## src/rtl/chip8_pkg.sv

```systemverilog
// chip8_pkg: framebuffer geometry and draw/clear FSM states shared by the display buffer.
package chip8_pkg;
  localparam int FB_W = 64;
  localparam int FB_H = 32;
  localparam int FB_BYTES = 256;
  localparam int FB_ADDR_W = 8;
  typedef enum logic [2:0] {CLEAR, IDLE, ROW, RD, WAIT, WR, DONE} fb_state_t;
endpackage

```

## src/rtl/chip8_display_buffer_fb_bram.sv

```systemverilog
// fb_bram: 256x8 dual-port RAM, port A read/write, port B read-only, 2-cycle registered reads.
module fb_bram
  import chip8_pkg::*;
(
  input  logic                 clk_in,
  input  logic                 a_we_in,
  input  logic [FB_ADDR_W-1:0] a_addr_in,
  input  logic [7:0]           a_wdata_in,
  output logic [7:0]           a_rdata_out,
  input  logic [FB_ADDR_W-1:0] b_addr_in,
  output logic [7:0]           b_rdata_out
);
  logic [7:0] mem [FB_BYTES];
  logic [7:0] a1_q, a2_q, b1_q, b2_q;
  always_ff @(posedge clk_in) begin
    if (a_we_in) mem[a_addr_in] <= a_wdata_in;
    a1_q <= mem[a_addr_in];
    b1_q <= mem[b_addr_in];
    a2_q <= a1_q;
    b2_q <= b1_q;
  end
  assign a_rdata_out = a2_q;
  assign b_rdata_out = b2_q;
endmodule

```

## src/rtl/chip8_display_buffer.sv

```systemverilog
// chip8_display_buffer: 64x32 1bpp CHIP-8 framebuffer with CLS/DXYN engine and a 3-cycle video read port.
module chip8_display_buffer
  import chip8_pkg::*;
#(
  parameter bit CLIP = 1'b1
) (
  input  logic        clk_in,
  input  logic        rst_in,
  input  logic        clear_in,
  input  logic        draw_valid_in,
  output logic        draw_ready_out,
  input  logic [7:0]  draw_x_in,
  input  logic [7:0]  draw_y_in,
  input  logic [3:0]  draw_n_in,
  input  logic        sprite_valid_in,
  output logic        sprite_ready_out,
  input  logic [7:0]  sprite_data_in,
  output logic        busy_out,
  output logic        done_out,
  output logic        collision_out,
  input  logic [15:0] hdmi_addr_in,
  output logic [7:0]  hdmi_data_out
);
  fb_state_t state_q, state_d;
  logic [8:0] cnt_q, cnt_d;
  logic [4:0] y0_q, y0_d;
  logic [2:0] shift_q, shift_d, col_q, col_d;
  logic [3:0] rows_q, rows_d, row_q, row_d;
  logic [7:0] spr_q, spr_d, hdmi_q, hdmi_d;
  logic coll_q, coll_d, half_q, half_d;
  logic draw_ready_q, draw_ready_d, sprite_ready_q, sprite_ready_d;
  logic busy_q, busy_d, done_q, done_d, collision_q, collision_d;
  logic a_we;
  logic [7:0] a_addr, a_wdata, a_rdata, b_rdata;
  logic [5:0] y;
  logic [7:0] addr_l, addr_r, new_l, new_r, cur_new;
  logic need_r, last;
  logic unused_hi;
  assign unused_hi = ^hdmi_addr_in[15:8];
  fb_bram u_ram (
    .clk_in     (clk_in),
    .a_we_in    (a_we),
    .a_addr_in  (a_addr),
    .a_wdata_in (a_wdata),
    .a_rdata_out(a_rdata),
    .b_addr_in  (hdmi_addr_in[7:0]),
    .b_rdata_out(b_rdata)
  );
  // A sprite row straddles at most two bytes: L at col, R at col+1.
  assign y       = {1'b0, y0_q} + {2'b0, row_q};
  assign addr_l  = {y[4:0], col_q};
  assign addr_r  = {y[4:0], col_q + 3'd1};
  assign new_l   = spr_q >> shift_q;
  assign new_r   = spr_q << (4'd8 - {1'b0, shift_q});
  assign need_r  = (shift_q != 3'd0) && !(CLIP && col_q == 3'd7);
  assign last    = (row_q + 4'd1) == rows_q;
  assign cur_new = half_q ? new_r : new_l;
  always_comb begin
    state_d = state_q;
    cnt_d   = cnt_q;
    y0_d    = y0_q;
    shift_d = shift_q;
    col_d   = col_q;
    rows_d  = rows_q;
    row_d   = row_q;
    spr_d   = spr_q;
    coll_d  = coll_q;
    half_d  = half_q;
    a_we    = 1'b0;
    a_addr  = addr_l;
    a_wdata = a_rdata ^ cur_new;
    case (state_q)
      CLEAR: begin
        a_we    = !cnt_q[8];
        a_addr  = cnt_q[7:0];
        a_wdata = 8'h00;
        cnt_d   = cnt_q + 9'd1;
        state_d = cnt_q[8] ? DONE : CLEAR;
      end
      IDLE: begin
        if (clear_in) begin
          state_d = CLEAR;
          cnt_d   = 9'd0;
        end else if (draw_valid_in) begin
          y0_d    = draw_y_in[4:0];
          shift_d = draw_x_in[2:0];
          col_d   = draw_x_in[5:3];
          rows_d  = draw_n_in;
          row_d   = 4'd0;
          coll_d  = 1'b0;
          half_d  = 1'b0;
          state_d = (draw_n_in == 4'd0) ? DONE : ROW;
        end
      end
      ROW: begin
        if (sprite_valid_in) begin
          spr_d = sprite_data_in;
          // Rows below the screen are consumed but never touch RAM when clipping.
          if (CLIP && y[5]) begin
            row_d   = row_q + 4'd1;
            state_d = last ? DONE : ROW;
          end else state_d = RD;
        end
      end
      RD: state_d = WAIT;
      WAIT: begin
        a_addr  = addr_r;
        state_d = WR;
      end
      WR: begin
        a_we   = 1'b1;
        a_addr = half_q ? addr_r : addr_l;
        coll_d = coll_q | (|(a_rdata & cur_new));
        if (!half_q && need_r) half_d = 1'b1;
        else begin
          half_d  = 1'b0;
          row_d   = row_q + 4'd1;
          state_d = last ? DONE : ROW;
        end
      end
      DONE: state_d = IDLE;
      default: state_d = IDLE;
    endcase
    draw_ready_d   = state_d == IDLE;
    sprite_ready_d = state_d == ROW;
    busy_d         = !(state_d == IDLE || state_d == DONE);
    done_d         = state_d == DONE;
    collision_d    = (state_d == DONE) ? ((state_q != CLEAR) & coll_d) : collision_q;
    hdmi_d         = b_rdata;
  end
  always_ff @(posedge clk_in or posedge rst_in) begin
    if (rst_in) begin
      state_q        <= CLEAR;
      cnt_q          <= 9'd0;
      y0_q           <= 5'd0;
      shift_q        <= 3'd0;
      col_q          <= 3'd0;
      rows_q         <= 4'd0;
      row_q          <= 4'd0;
      spr_q          <= 8'd0;
      coll_q         <= 1'b0;
      half_q         <= 1'b0;
      draw_ready_q   <= 1'b0;
      sprite_ready_q <= 1'b0;
      busy_q         <= 1'b1;
      done_q         <= 1'b0;
      collision_q    <= 1'b0;
      hdmi_q         <= 8'd0;
    end else begin
      state_q        <= state_d;
      cnt_q          <= cnt_d;
      y0_q           <= y0_d;
      shift_q        <= shift_d;
      col_q          <= col_d;
      rows_q         <= rows_d;
      row_q          <= row_d;
      spr_q          <= spr_d;
      coll_q         <= coll_d;
      half_q         <= half_d;
      draw_ready_q   <= draw_ready_d;
      sprite_ready_q <= sprite_ready_d;
      busy_q         <= busy_d;
      done_q         <= done_d;
      collision_q    <= collision_d;
      hdmi_q         <= hdmi_d;
    end
  end
  assign draw_ready_out   = draw_ready_q;
  assign sprite_ready_out = sprite_ready_q;
  assign busy_out         = busy_q;
  assign done_out         = done_q;
  assign collision_out    = collision_q;
  assign hdmi_data_out    = hdmi_q;
endmodule

```

## config.mk

```make
export PLATFORM = sky130hd
export DESIGN_NAME = chip8_display_buffer
export DESIGN_NICKNAME = d
export VERILOG_FILES = /design/src/rtl/chip8_pkg.sv /design/src/rtl/chip8_display_buffer_fb_bram.sv /design/src/rtl/chip8_display_buffer.sv
export SDC_FILE = /design/constraint.sdc
export NUM_CORES = 2
export LEC_CHECK = 0
export BUFFER_PORTS_ARGS = -buffer_cell sky130_fd_sc_hd__buf_2
export CAP_MARGIN = 20
export CORE_ASPECT_RATIO = 0.7
export CORE_MARGIN = 2
export CORE_UTILIZATION = 27
export CTS_CLUSTER_DIAMETER = 30
export DETAILED_ROUTE_END_ITERATION = 8
export PLACE_DENSITY_LB_ADDON = 0.08
export SYNTH_ARGS = -nofsm -noshare
export SYNTH_HDL_FRONTEND = slang
export SYNTH_SLANG_ARGS = --single-unit
export TNS_END_PERCENT = 5
```

## constraint.sdc

```tcl
create_clock -name clk_in -period 8.8 [get_ports clk_in]
set_input_delay 0.44 -clock clk_in [delete_from_list [all_inputs] [get_ports clk_in]]
set_output_delay 0.44 -clock clk_in [all_outputs]
set_load 0.05 [all_outputs]
```

==> out/results.tsv <==
stage	metric	value	unit
worst_setup_path	crit_end	u_ram.a1_q[2]	
drt	first_pass_iters	5	
finish	fin_area	121000	µm²
hold_path	hold_path.class	primary input to flop	
cts	root_buffer	clkbuf_16	
worst_setup_path	cp-startpoint	state_q[2]	
drt	wire_per_inst	36.2	µm
drt	vias	55000	
place	port_buffers	48	
synth	synth_seq_cells	2134	
die	core	362000	µm²
die	num_rows	185	
cts	cts.clk_slew.worst_paths	0.05	ns
synth	synth_edf_count	2048	
synth	synth_ff_type	edfxtp_1	
drt	detail-route-antenna-nets	0	
global_route	grt-ovfl-total	0	
cts	cts.sink_count	2134	
global_route	grt_max_degree	201	
worst_setup_path	crit_path_end_kind	flop	
cts	cts_inserted_buffers	469	
power	peakVddDrop	0.000567	V
power	p_leak	37.8	nW
cts	htree_levels	5	
finish	final_cell_mix	2,048 x edfxtp_1, 1,195 x mux4_2, 480 x clkbuf_16	
run_status	status	finished, final reports clean	
sta	fin_skew	0.0872	ns
power	p_per_area	447	nW/µm²
finish	drive_above_1_share	0.408	
sta	worstMarginPinSlew	1.31	ns
place	dpl.hpwl	235000	µm
worst_setup_path	rr_endpoint	u_ram.a1_q[2]	
global_route	antenna_found_initial	62	
worst_setup_path	cp_common_cell	buf_4	
worst_setup_path	crit_required	9.55	ns
power	p_total	54.0	mW
worst_setup_path	crit_family	compound AO/OA/AOI/OAI gates	
cts	clk_latency	0.97	ns
worst_setup_path	reg2reg_slack	2.91	ns
place	place_area	104000	µm²
die	die_w	724	µm
sta	setup_viol	0	
cts	clockBufferDepth	4	
finish	final_common_cell	edfxtp_1	
worst_setup_path	slowest_delay	0.84	ns
die	die_h	508	µm
sta	relSlewSlack	0.124	
synth	syn_inst	4725	
synth	yosysSeqAreaShare	0.648	
synth	synth_nets	4794	
worst_setup_path	ff2ff_path_depth	10	
worst_setup_path	crit_chain	o21ai_0, o32ai_4, buf_12, buf_4, mux4_2, a22oi_1, a21oi_1, o41ai_1, buf_4, nand4_1	
sta	drv_slew	0	
die	start_util	0.271	
worst_setup_path	critical_path_depth	10	
cts	post_cts_buffers	0	
drt	drc	0	
sta	rsz0062_at_grt	no	
finish	finalNetCount	5083	
place	dp_slack	2.83	ns
worst_setup_path	crit_slowest_cell	o32ai_4	
global_route	grt_pass1_vias	55300	
die	die-area	368000	µm²
drt	vias_per_cell	5.34	
global_route	track_usage	0.199	
worst_setup_path	regToRegStartpoint	state_q[2]	
synth	yosysWarnings	0	
drt	wirelength	373000	µm
sta	min_period	5.89	ns
sta	hold_viol	0	
synth	syn_area	98100	µm²
flow_run	cap_violations	0	
sta	period_share	0.669	
sta	fmax	170	MHz
sta	fin_ws	2.91	ns
worst_setup_path	cp-start-kind	flop	
place	gp_congestion	0.791	
worst_setup_path	worst-path-max-fanout	74	
cts	cts_tree	yes	
synth	syn_avg_cell_area	20.8	µm²
worst_setup_path	arrival	6.63	ns
finish	syn_to_final_growth	23.1	%
worst_setup_path	path_buf_inv	3	
synth	synth_cell_types	55	
global_route	grt_pass1_wl	500000	µm
drt	drtIter0Drc	6602	
sta	setup_tns	0	ns
worst_setup_path	criticalPathCategory	flop to flop	
die	num_io_pins	62	
synth	synthArstFlopShare	0.0253	
## metrics by stage
stage          hold slack (ns)  std cells  utilization
3_3_place_gp             0.311       9354        0.288
6_report                 0.114      10300        0.333
4_1_cts                 0.0379      10300        0.333
2_1_floorplan            0.310       4725            -
3_5_place_dp             0.312       9368        0.288
5_1_grt                 0.0739      10300        0.333
## power by group
group	switching [mW]	internal (mW)	total [mW]
sequential	0.287	14.9	15.2
combinational	14.7	6.54	21.2
clock	5.84	11.7	17.5
## layer usage
| layer | up-vias | GRT usage | part of all wire |
|---|---|---|---|
| met5 | - | 0 | 0.00026 |
| met4 | 14 | 0.0432 | 0.020 |
| met3 | 468 | 0.0555 | 0.085 |
| met2 | 2252 | 0.281 | 0.42 |
| met1 | 30600 | 0.303 | 0.47 |
| li1 | 21600 | - | - |
## cell usage after synthesis, types with 4 or more instances
| cell type | n | area share |
|---|---|---|
| clkbuf_1 | 241 | 0.0092 |
| edfxtp_1 | 2048 | 0.63 |
| nand3_1 | 19 | 0.00097 |
| dfxtp_1 | 32 | 0.0065 |
| xnor2_1 | 6 | 0.00054 |
| and2_1 | 14 | 0.00089 |
| nand2_1 | 36 | 0.0014 |
| a21oi_1 | 148 | 0.0076 |
| inv_1 | 13 | 0.00050 |
| mux2_2 | 27 | 0.0031 |
| nor2_1 | 288 | 0.011 |
| nor3_1 | 7 | 0.00036 |
| o21ai_0 | 23 | 0.0012 |
| mux4_2 | 1195 | 0.27 |
| or3_1 | 12 | 0.00077 |
| nand4_1 | 11 | 0.00070 |
| mux2i_1 | 14 | 0.0014 |
| dfrtp_1 | 53 | 0.014 |
| buf_4 | 11 | 0.00084 |
| nand2b_1 | 12 | 0.00077 |
| buf_1 | 32 | 0.0012 |
| o41ai_1 | 33 | 0.0029 |
| a32oi_1 | 5 | 0.00045 |
| buf_2 | 117 | 0.0060 |
| ha_1 | 19 | 0.0024 |
| xor2_1 | 7 | 0.00063 |
| a22oi_1 | 256 | 0.020 |
| nor2b_1 | 4 | 0.00026 |
## registers in the layout (all words and copies together), names as in the netlist, 4 cells and up
name	flops
u_ram.b1_q	8
hdmi_data_out	8
cnt_q	9
u_ram.mem	2048
rows_q	4
y0_q	5
u_ram.a1_q	8
row_q	4
u_ram.a_rdata_out	8
spr_q	8
u_ram.b_rdata_out	8
## what timing repair did
item                       CTS  global route
hold buffers                28             0
hold endpoints to repair    90             0
setup endpoints to repair    0             0
resized for setup            0             0
## final cells by class
| class | count | area (µm²) |
|---|---|---|
| well taps | 4862 | 6080 |
| repair buffers | 220 | 2100 |
| multi-input cells | 2174 | 33100 |
| inverters | 15 | 57.6 |
| clock inverters | 308 | 3400 |
| fillers | 34100 | 242000 |
| clock buffers | 560 | 12400 |
| diodes | 21 | 52.6 |
| flip-flops and latches | 2134 | 63500 |
## cells by family (layout without fill, tap and decap cells)
kind of cell | count (synthesis) | after routing | synth area share
flip-flops | 2134 | 2134 | 0.648
multiplexers | 1236 | 1236 | 0.279
AO/OA/AOI/OAI | 492 | 492 | 0.0339
buffers and inverters | 417 | 1103 | 0.0180
AND/OR/NAND/NOR | 413 | 413 | 0.0178
adder cells (fa/ha/maj) | 20 | 20 | 0.00263
XOR/XNOR | 13 | 13 | 0.00116
other | 0 | 21 | 0
## how the worst min path moves through the flow
| stage | startpoint | endpoint | cells after the start |
|---|---|---|---|
| after floorplan | u_ram.a1_q[0] | u_ram.a_rdata_out[0] | 0 |
| after global placement | u_ram.b1_q[0] | u_ram.b_rdata_out[0] | 0 |
| after detailed placement | u_ram.b1_q[3] | u_ram.b_rdata_out[3] | 0 |
| after CTS | hdmi_addr_in[5] | u_ram.b1_q[3] | 2 |
| after global routing | hdmi_addr_in[5] | u_ram.b1_q[3] | 2 |
| final | hdmi_addr_in[5] | u_ram.b1_q[3] | 2 |
(Power assumes the default switching activity.)
